[src/rtl/up_arbiter_if.sv]
// Bundle of requester-side and slave-side uP signals around up_arbiter.
// The master modport is the arbiter's view; the slave modport is its environment's.
interface up_arbiter_if #(
  parameter int ADDRESS_WIDTH = 16,
  parameter int BUS_WIDTH     = 4,
  parameter int NUM_PORTS     = 2
);
  logic [NUM_PORTS-1:0]                 s_up_rreq;
  logic [NUM_PORTS-1:0]                 s_up_rack;
  logic [NUM_PORTS*ADDRESS_WIDTH-1:0]   s_up_raddr;
  logic [BUS_WIDTH*8-1:0]               s_up_rdata;
  logic [NUM_PORTS-1:0]                 s_up_wreq;
  logic [NUM_PORTS-1:0]                 s_up_wack;
  logic [NUM_PORTS*ADDRESS_WIDTH-1:0]   s_up_waddr;
  logic [NUM_PORTS*BUS_WIDTH*8-1:0]     s_up_wdata;
  logic                                 m_up_rreq;
  logic [ADDRESS_WIDTH-1:0]             m_up_raddr;
  logic                                 m_up_rack;
  logic [BUS_WIDTH*8-1:0]               m_up_rdata;
  logic                                 m_up_wreq;
  logic [ADDRESS_WIDTH-1:0]             m_up_waddr;
  logic [BUS_WIDTH*8-1:0]               m_up_wdata;
  logic                                 m_up_wack;
  logic [NUM_PORTS-1:0]                 grant;
  logic                                 timeout;

  modport master (
    input  s_up_rreq, s_up_raddr, s_up_wreq, s_up_waddr, s_up_wdata,
    input  m_up_rack, m_up_rdata, m_up_wack,
    output s_up_rack, s_up_rdata, s_up_wack,
    output m_up_rreq, m_up_raddr, m_up_wreq, m_up_waddr, m_up_wdata,
    output grant, timeout
  );

  modport slave (
    output s_up_rreq, s_up_raddr, s_up_wreq, s_up_waddr, s_up_wdata,
    output m_up_rack, m_up_rdata, m_up_wack,
    input  s_up_rack, s_up_rdata, s_up_wack,
    input  m_up_rreq, m_up_raddr, m_up_wreq, m_up_waddr, m_up_wdata,
    input  grant, timeout
  );
endinterface

[src/rtl/up_arbiter.sv]
// Round-robin arbiter sharing one uP register slave between NUM_PORTS requesters, 3-cycle minimum occupancy.
// Define UP_ARBITER_TIMEOUT_EN to add a watchdog that retires unacknowledged slave transactions.
module up_arbiter #(
  parameter int ADDRESS_WIDTH  = 16,
  parameter int BUS_WIDTH      = 4,
  parameter int NUM_PORTS      = 2,
  parameter int TIMEOUT_CYCLES = 255
) (
  input  logic         clk,
  input  logic         rst,
  up_arbiter_if.master bus
);
  localparam int DW = BUS_WIDTH * 8;
  localparam int IW = $clog2(NUM_PORTS);

  localparam logic [1:0] ST_IDLE = 2'd0;
  localparam logic [1:0] ST_BUSY = 2'd1;
  localparam logic [1:0] ST_ACK  = 2'd2;

  if (NUM_PORTS < 2 || NUM_PORTS > 8 || TIMEOUT_CYCLES < 1) begin : g_bad_cfg
    $error("up_arbiter: unsupported parameter set");
  end

  logic [1:0]               state_q, state_d;
  logic [NUM_PORTS-1:0]     grant_q, grant_d;
  logic [IW-1:0]            win_q, win_d;
  logic [IW-1:0]            last_q, last_d;
  logic                     is_wr_q, is_wr_d;
  logic                     m_rreq_q, m_rreq_d;
  logic                     m_wreq_q, m_wreq_d;
  logic [ADDRESS_WIDTH-1:0] raddr_q, raddr_d;
  logic [ADDRESS_WIDTH-1:0] waddr_q, waddr_d;
  logic [DW-1:0]            wdata_q, wdata_d;
  logic [DW-1:0]            rdata_q, rdata_d;
  logic [NUM_PORTS-1:0]     rack_q, rack_d;
  logic [NUM_PORTS-1:0]     wack_q, wack_d;

  logic [NUM_PORTS-1:0]     cand;
  logic                     cand_found;
  logic [IW-1:0]            cand_idx;
  logic                     slv_ack;
  logic                     expired;

  assign cand    = bus.s_up_rreq | bus.s_up_wreq;
  // Only the ack of the latched direction can end a transaction.
  assign slv_ack = is_wr_q ? bus.m_up_wack : bus.m_up_rack;

  always_comb begin
    cand_found = 1'b0;
    cand_idx   = '0;
    for (int k = 1; k <= NUM_PORTS; k++) begin
      if (!cand_found && cand[(int'(last_q) + k) % NUM_PORTS]) begin
        cand_found = 1'b1;
        cand_idx   = IW'((int'(last_q) + k) % NUM_PORTS);
      end
    end
  end

  always_comb begin
    state_d  = state_q;
    grant_d  = grant_q;
    win_d    = win_q;
    last_d   = last_q;
    is_wr_d  = is_wr_q;
    m_rreq_d = m_rreq_q;
    m_wreq_d = m_wreq_q;
    raddr_d  = raddr_q;
    waddr_d  = waddr_q;
    wdata_d  = wdata_q;
    rdata_d  = rdata_q;
    rack_d   = '0;
    wack_d   = '0;
    case (state_q)
      ST_IDLE: begin
        if (cand_found) begin
          grant_d = NUM_PORTS'(1) << cand_idx;
          win_d   = cand_idx;
          is_wr_d = bus.s_up_wreq[cand_idx];
          if (bus.s_up_wreq[cand_idx]) begin
            m_wreq_d = 1'b1;
            waddr_d  = bus.s_up_waddr[int'(cand_idx)*ADDRESS_WIDTH +: ADDRESS_WIDTH];
            wdata_d  = bus.s_up_wdata[int'(cand_idx)*DW +: DW];
          end else begin
            m_rreq_d = 1'b1;
            raddr_d  = bus.s_up_raddr[int'(cand_idx)*ADDRESS_WIDTH +: ADDRESS_WIDTH];
          end
          state_d = ST_BUSY;
        end
      end
      ST_BUSY: begin
        if (slv_ack || expired) begin
          m_rreq_d = 1'b0;
          m_wreq_d = 1'b0;
          if (is_wr_q) begin
            wack_d[win_q] = 1'b1;
          end else begin
            rack_d[win_q] = 1'b1;
            rdata_d       = slv_ack ? bus.m_up_rdata : '0;
          end
          last_d  = win_q;
          state_d = ST_ACK;
        end
      end
      ST_ACK: begin
        grant_d = '0;
        state_d = ST_IDLE;
      end
      default: state_d = ST_IDLE;
    endcase
  end

  always_ff @(posedge clk or negedge rst) begin
    if (!rst) begin
      state_q  <= ST_IDLE;
      grant_q  <= '0;
      win_q    <= '0;
      last_q   <= IW'(NUM_PORTS - 1);
      is_wr_q  <= 1'b0;
      m_rreq_q <= 1'b0;
      m_wreq_q <= 1'b0;
      raddr_q  <= '0;
      waddr_q  <= '0;
      wdata_q  <= '0;
      rdata_q  <= '0;
      rack_q   <= '0;
      wack_q   <= '0;
    end else begin
      state_q  <= state_d;
      grant_q  <= grant_d;
      win_q    <= win_d;
      last_q   <= last_d;
      is_wr_q  <= is_wr_d;
      m_rreq_q <= m_rreq_d;
      m_wreq_q <= m_wreq_d;
      raddr_q  <= raddr_d;
      waddr_q  <= waddr_d;
      wdata_q  <= wdata_d;
      rdata_q  <= rdata_d;
      rack_q   <= rack_d;
      wack_q   <= wack_d;
    end
  end

`ifdef UP_ARBITER_TIMEOUT_EN
  localparam int CW = $clog2(TIMEOUT_CYCLES + 1);

  logic [CW-1:0] cnt_q, cnt_d;
  logic          timeout_q, timeout_d;

  // cnt_q holds the number of completed BUSY cycles, so the limit is hit on the last one.
  assign expired   = (cnt_q == CW'(TIMEOUT_CYCLES - 1));
  assign cnt_d     = (state_q == ST_BUSY) ? cnt_q + CW'(1) : '0;
  assign timeout_d = (state_q == ST_BUSY) && expired && !slv_ack;

  always_ff @(posedge clk or negedge rst) begin
    if (!rst) begin
      cnt_q     <= '0;
      timeout_q <= 1'b0;
    end else begin
      cnt_q     <= cnt_d;
      timeout_q <= timeout_d;
    end
  end

  assign bus.timeout = timeout_q;
`else
  assign expired     = 1'b0;
  assign bus.timeout = 1'b0;
`endif

  assign bus.grant      = grant_q;
  assign bus.s_up_rack  = rack_q;
  assign bus.s_up_wack  = wack_q;
  assign bus.s_up_rdata = rdata_q;
  assign bus.m_up_rreq  = m_rreq_q;
  assign bus.m_up_raddr = raddr_q;
  assign bus.m_up_wreq  = m_wreq_q;
  assign bus.m_up_waddr = waddr_q;
  assign bus.m_up_wdata = wdata_q;
endmodule

[src/flat_wrapper.sv]
// flat-port wrapper written by rule: the top's interface ports become plain ports
module up_arbiter_flat 
#(
  parameter int ADDRESS_WIDTH  = 16,
  parameter int BUS_WIDTH      = 4,
  parameter int NUM_PORTS      = 2,
  parameter int TIMEOUT_CYCLES = 255
)
  (clk, rst, bus_s_up_rreq, bus_s_up_raddr, bus_s_up_wreq, bus_s_up_waddr, bus_s_up_wdata, bus_m_up_rack, bus_m_up_rdata, bus_m_up_wack, bus_s_up_rack, bus_s_up_rdata, bus_s_up_wack, bus_m_up_rreq, bus_m_up_raddr, bus_m_up_wreq, bus_m_up_waddr, bus_m_up_wdata, bus_grant, bus_timeout);
  up_arbiter_if #(.ADDRESS_WIDTH(ADDRESS_WIDTH), .BUS_WIDTH(BUS_WIDTH), .NUM_PORTS(NUM_PORTS)) bus_i ();
  input  logic clk;
  input  logic rst;
  input wire logic [$bits(bus_i.s_up_rreq)-1:0] bus_s_up_rreq;
  input wire logic [$bits(bus_i.s_up_raddr)-1:0] bus_s_up_raddr;
  input wire logic [$bits(bus_i.s_up_wreq)-1:0] bus_s_up_wreq;
  input wire logic [$bits(bus_i.s_up_waddr)-1:0] bus_s_up_waddr;
  input wire logic [$bits(bus_i.s_up_wdata)-1:0] bus_s_up_wdata;
  input wire logic [$bits(bus_i.m_up_rack)-1:0] bus_m_up_rack;
  input wire logic [$bits(bus_i.m_up_rdata)-1:0] bus_m_up_rdata;
  input wire logic [$bits(bus_i.m_up_wack)-1:0] bus_m_up_wack;
  output wire logic [$bits(bus_i.s_up_rack)-1:0] bus_s_up_rack;
  output wire logic [$bits(bus_i.s_up_rdata)-1:0] bus_s_up_rdata;
  output wire logic [$bits(bus_i.s_up_wack)-1:0] bus_s_up_wack;
  output wire logic [$bits(bus_i.m_up_rreq)-1:0] bus_m_up_rreq;
  output wire logic [$bits(bus_i.m_up_raddr)-1:0] bus_m_up_raddr;
  output wire logic [$bits(bus_i.m_up_wreq)-1:0] bus_m_up_wreq;
  output wire logic [$bits(bus_i.m_up_waddr)-1:0] bus_m_up_waddr;
  output wire logic [$bits(bus_i.m_up_wdata)-1:0] bus_m_up_wdata;
  output wire logic [$bits(bus_i.grant)-1:0] bus_grant;
  output wire logic [$bits(bus_i.timeout)-1:0] bus_timeout;
  assign bus_i.s_up_rreq = bus_s_up_rreq;
  assign bus_i.s_up_raddr = bus_s_up_raddr;
  assign bus_i.s_up_wreq = bus_s_up_wreq;
  assign bus_i.s_up_waddr = bus_s_up_waddr;
  assign bus_i.s_up_wdata = bus_s_up_wdata;
  assign bus_i.m_up_rack = bus_m_up_rack;
  assign bus_i.m_up_rdata = bus_m_up_rdata;
  assign bus_i.m_up_wack = bus_m_up_wack;
  assign bus_s_up_rack = bus_i.s_up_rack;
  assign bus_s_up_rdata = bus_i.s_up_rdata;
  assign bus_s_up_wack = bus_i.s_up_wack;
  assign bus_m_up_rreq = bus_i.m_up_rreq;
  assign bus_m_up_raddr = bus_i.m_up_raddr;
  assign bus_m_up_wreq = bus_i.m_up_wreq;
  assign bus_m_up_waddr = bus_i.m_up_waddr;
  assign bus_m_up_wdata = bus_i.m_up_wdata;
  assign bus_grant = bus_i.grant;
  assign bus_timeout = bus_i.timeout;
  up_arbiter #(.ADDRESS_WIDTH(ADDRESS_WIDTH), .BUS_WIDTH(BUS_WIDTH), .NUM_PORTS(NUM_PORTS), .TIMEOUT_CYCLES(TIMEOUT_CYCLES)) u_core (.clk(clk), .rst(rst), .bus(bus_i));
endmodule
[config.mk]
export PLATFORM = sky130hd
export DESIGN_NAME = up_arbiter_flat
export DESIGN_NICKNAME = d
export VERILOG_FILES = /design/src/rtl/up_arbiter_if.sv /design/src/rtl/up_arbiter.sv /design/src/flat_wrapper.sv
export SDC_FILE = /design/constraint.sdc
export NUM_CORES = 1
export LEC_CHECK = 0
export BUFFER_PORTS_ARGS = -buffer_cell sky130_fd_sc_hd__buf_2
export CORE_MARGIN = 1.5
export CORE_UTILIZATION = 35
export DETAILED_ROUTE_END_ITERATION = 10
export PLACE_DENSITY = 0.71
export SLEW_MARGIN = 15
export SYNTH_ARGS = -nofsm -noshare
export SYNTH_HDL_FRONTEND = slang
export SYNTH_SLANG_ARGS = --single-unit
[constraint.sdc]
create_clock -name clk -period 3.5 [get_ports clk]
set_clock_uncertainty 0.2 [all_clocks]
set_input_delay 0.35 -clock clk [delete_from_list [all_inputs] [get_ports clk]]
set_output_delay 0.35 -clock clk [all_outputs]
set_load 0.01 [all_outputs]
-- Yosys cells after proc, flatten, opt, wreduce, memory -nomap -nowiden
Index checks and enable logic that the tools add are counted.
- $add $sub $neg: 2
- magnitude comparators: 5
- equal/unequal tests: 6
- shifts and indexed selects: 4
- mux-type cells: 33
- bitwise operators: 5
- reduce and logical (&&, ||, !) cells: 15
- operator list (kind ; number):
    $shiftx 32x6->16 ; 2
    $shiftx 64x7->32 ; 1
    $mux 1 ; 19
    $mux 2 ; 9
    $reduce_and 3->1 ; 3
    $pmux 2 s2 ; 2
    $reduce_and 2->1 ; 4
    $reduce_and 4->1 ; 2
    $lt 2x3->1 const B ; 2
    $ne 2x1->1 const B ; 3
    $lt 1x2->1 const B ; 2
    $pmux 1 s2 ; 2
    $reduce_bool 2->1 ; 2
    $add 1x1->1 const B ; 2
    $and 1x1->1 const A ; 2
    $eq 2x1->1 const B ; 1
    $eq 2x2->1 const B ; 1
    $logic_and 1x1->1 ; 2
    $logic_not 2->1 ; 1
    $ne 2x2->1 const B ; 1
    $not 1->1 ; 2
    $or 2x2->2 ; 1
    $shl 1x1->2 const A ; 1
    $demux 1 s1 ; 1
    2 further kinds ; 2
- register bits after elaboration: 109
- input bits: 168
- output and inout port bits: 105
- logic and storage cells: 83

-- Longest topological paths before layout
- word-level depth: 14
- gate-level depth with buffers: 6
- depth with buffers taken out: 4

-- Worst setup path before layout
OpenSTA, ideal clock, no wires.
- path type: flip-flop to flip-flop
- start: reg u_core.last_q
- end: reg u_core.waddr_q[0], in the netlist u_core.bus.m_up_waddr[0]
- setup time: 125 ps
- data arrival time: 1738 ps
- data required time: 3175 ps
- path slack: 1437 ps
- cell stages (with the launch flop): 7
- path buffers: 2
- clock period less this slack: 2063 ps
- path through: dfstp_2 -> o21ai_0 -> o21ai_1 -> buf_2 -> buf_2 -> mux2_2 -> mux2_2
- word-level cells in the longest chain between the ends: 11
- elaborated cells on any way between the ends: 18
- those cells by class: add/sub: 2; shift: 1; mux: 12; reduce/logical: 3
- ends and longest elaborated chain (item ; RTL line ; RTL):
    start: declaration ; up_arbiter.sv:27 ; logic [IW-1:0] last_q, last_d;
    start signal: assignment ; up_arbiter.sv:117 ; last_q <= IW'(NUM_PORTS - 1);
    start signal: assignment ; up_arbiter.sv:131 ; last_q <= last_d;
    branches (longest 11 deep; another with $add 1x1->1) ; n/a ;
    end signal: assignment ; up_arbiter.sv:136 ; waddr_q <= waddr_d;
    end: declaration ; up_arbiter.sv:32 ; logic [ADDRESS_WIDTH-1:0] waddr_q, waddr_d;
Parallel ways; which one is timed is not known. The select of a mux whose other input is x is not followed.
A chain may end at the register's enable or synchronous reset.

-- Worst setup path after layout
- start: reg u_core.state_q[0]
- end: reg u_core.raddr_q[15], in the netlist u_core.bus.m_up_raddr[15]
- word-level cells in the longest chain between the ends: 2
- ends and longest elaborated chain (item ; RTL line ; RTL):
    start: declaration ; up_arbiter.sv:24 ; logic [1:0] state_q, state_d;
    start signal: assignment ; up_arbiter.sv:128 ; state_q <= state_d;
    $logic_not 2->1 ; up_arbiter.sv:73 ; case (state_q)
    $reduce_and 3->1 (no line) ; n/a ;
    end signal: assignment ; up_arbiter.sv:135 ; raddr_q <= raddr_d;
    end: declaration ; up_arbiter.sv:31 ; logic [ADDRESS_WIDTH-1:0] raddr_q, raddr_d;
Every way passes these cells.

==> impl_metrics.csv <==
group,metric,value,unit
hold_path,hold_depth,2,
yosys,netlist-cell-type-count,27,
clock_network,cts_buffers,9,
sta,rsz0062_at_grt,"no",
power_and_ir_drop,cellPowerDensity,858.5,nW/um^2
place,placed_area,6445,um^2
flow_run,max-cap-violations,0,
critical_path,cp_slowest_stage_delay,0.88,ns
global_routing,grt_max_degree,58,
clock_network,cts_buffer_depth,2,
global_routing,overflow,0,
yosys,netlist_area,4887,um^2
clock_network,clk_latency,0.34,ns
sta,slew_headroom,37.18,%
die,num_io_pins,273,
layout,antenna_cells,0,
critical_path,cp_slowest_cell,"o21ba_1",
die,core,13450,um^2
global_routing,grt_usage,15.90,%
global_routing,grt_pass1_wl,17900,um
die,dieHeight,121.2,um
sta,finalHoldViolCount,0,
place,place.gp.congestion,0.7442,
route,viasPerCell,4.666,
die,rows,42,
yosys,ys_warn_count,0,
critical_path,cp_cell_sequence,"nor2_1 -> o41ai_4 -> o21ba_1 -> mux2_2",
critical_path,worstPathArrival,2.44,ns
outcome,status,"finished, final reports clean",
yosys,synth_area_leaders,"dfrtp_1 (55%), mux2_2 (34%), mux2_4 (2.8%), buf_2 (1.5%), mux2_1 (0.92%)",
hold_path,hp-class,"input pin to register",
die,start_util,36.33,%
critical_path,startpoint_type,"register",
critical_path,worst_setup_path_end_kind,"register",
route,first_iter_violations,47,
yosys,synth_area_per_cell,15.08,um^2
global_routing,grt_pass1_vias,3785,
yosys,synth_edf_count,0,
critical_path,crit_required,3.53,ns
route,ant_nets,0,
power_and_ir_drop,p_leak,3.317,nW
route,wl_per_cell,14.83,um
clock_network,path_clk_slew,0.07,ns
layout,syn_to_final_growth,37.86,%
layout,final_area,6738,um^2
route,drcViolationCount,0,
sta,finalSetupViolCount,0,
sta,drv_slew,0,
yosys,synth-seq-area-share,55.84,%
yosys,syn_nets,492,
critical_path,worstPathMaxFanout,17,
yosys,yosys.area.top_type,"dfrtp_1",
yosys,synth-async-reset-ratio,100.0,%
clock_network,cts_tree,"built",
route,vias,3621,
place,hpwl,9131,um
critical_path,worstSetupPathType,"register to register",
die,die_w,121.2,um
sta,setup_tns,0,ns
sta,fmax,414.6,MHz
power_and_ir_drop,ir_worst_vdd,0.3969,mV
yosys,ys_seq_elements,109,
clock_network,htreeDepth,3,
critical_path,rr_worst_depth,4,
sta,fin_crit,2.412,ns
yosys,synth_top_area_share,55.30,%
yosys,netlist_instances,324,
die,dieArea,14680,um^2
sta,post-route-period-util,68.91,%
clock_network,clockRootBuffer,"clkbuf_16",
layout,drive_gt1_share,75.83,%
clock_network,cts.sinks,109,
route,drt_pass1_iterations,3,
route,finalWirelength,11510,um
yosys,ys.flop_type,"dfrtp_1",
global_routing,antenna_found_initial,0,
layout,final_nets,763,
place,numPortBuffers,271,
sta,worst_slew_pin_slew,0.9423,ns
-- cell usage in the layout, fill, tap and decap left out, types with 4 or more instances in the layout --
master / synthesis / final
buf_2: 15 / 270
buf_4: 1 / 6
clkbuf_16: 0 / 9
dfrtp_1: 108 / 108
inv_1: 4 / 4
mux2_1: 4 / 4
mux2_2: 148 / 148
mux2_4: 9 / 9
nand2_1: 5 / 5
-- cell type report --
cell class,instances,area [um^2]
clock buffer,9,225.2
clock inverter,7,57.56
fill,1205,6715
inverter,4,15.01
multi-input combinational,193,2064
sequential,109,2729
tap,176,220.2
timing repair buffer,278,1426
-- cells by family after synthesis --
| kind of cell | count (synthesis) | synth area share [%] |
|---|---|---|
| AOI/OAI and AO/OA | 14 | 2.330 |
| buffers and inverters | 22 | 2.304 |
| DFF | 109 | 55.84 |
| muxes | 161 | 37.79 |
| other | 1 | 0.07673 |
| and+or+nand+nor | 17 | 1.664 |
-- path summary, 6_finish.rpt --
check,to,from,slack (ns)
setup / recovery,u_core.bus.m_up_raddr[15]$_DFFE_PN0P_,u_core.state_q[0]$_DFFE_PN0P_,1.09
hold / removal,u_core.bus.s_up_rdata[30]$_DFFE_PN0P_,bus_m_up_rdata[30],0.03
setup reg to reg,u_core.bus.m_up_raddr[15]$_DFFE_PN0P_,u_core.state_q[0]$_DFFE_PN0P_,1.09
hold reg to reg,u_core.bus.m_up_wreq$_DFFE_PN0P_,u_core.bus.m_up_wreq$_DFFE_PN0P_,0.28
max in group asynchronous,u_core.last_q$_DFFE_PN1P_,rst,1.93
min in group asynchronous,u_core.bus.s_up_rdata[3]$_DFFE_PN0P_,rst,0.37
-- flip-flops by register name, indices dropped and copies added, names as in the netlist --
signal / count
u_core.bus.grant: 2
u_core.bus.m_up_raddr: 16
u_core.bus.m_up_rreq: 1
u_core.bus.m_up_waddr: 16
u_core.bus.m_up_wdata: 32
u_core.bus.m_up_wreq: 1
u_core.bus.s_up_rack: 2
u_core.bus.s_up_rdata: 32
u_core.bus.s_up_wack: 2
u_core.is_wr_q: 1
u_core.last_q: 1
u_core.state_q: 2
u_core.win_q: 1
-- report_power, final --
| group | leakage (nW) | switching (mW) | internal, mW |
|---|---|---|---|
| clock | 0.134 | 0.467 | 0.492 |
| sequential | 1.29 | 0.325 | 1.91 |
| combinational | 1.89 | 1.17 | 1.42 |
-- through the flow --
| stage | power (mW) | util [%] | setup slack [ns] | std cells | hold WS (ns) |
|---|---|---|---|---|---|
| 2_1_floorplan | 3.881 | - | 1.437 | 324 | -0.1456 |
| 3_3_place_gp | 4.815 | 47.91 | 1.143 | 759 | 0.2163 |
| 3_5_place_dp | 4.901 | 47.91 | 1.080 | 759 | 0.2285 |
| 4_1_cts | 5.891 | 50.08 | 1.071 | 776 | 0.01814 |
| 5_1_grt | 6.193 | 50.08 | 0.8989 | 776 | 0.01826 |
| 6_report | 5.784 | 50.08 | 1.088 | 776 | 0.03468 |
-- Yosys cell counts, types with 3 or more instances --
master / number
a21oi_1: 3
a21o_1: 3
nor2_1: 4
nand2_1: 5
inv_1: 4
mux2_1: 4
buf_2: 15
nor3_1: 3
dfrtp_1: 108
mux2_4: 9
mux2_2: 148
-- critical path: cells and delay by family (launching register included) --
family	cells	cell delay [ns]
muxes	1	0.42
AOI/OAI and AO/OA	2	1.04
DFF	1	0.44
and+or+nand+nor	1	0.20
-- layer usage --
metal	global-route usage, %	share of wire, %
met1	16.82	37
met2	27.66	49
met3	6.344	11
met4	7.426	2.5
met5	0	0
-- repair_timing --
item,in CTS,in global routing
hold buffers,1,0
gates resized for setup,0,0
setup endpoints to repair,0,0
setup buffers,0,0
endpoints found under the hold margin,52,0
No activity file was read; power rests on OpenSTA's default activity.
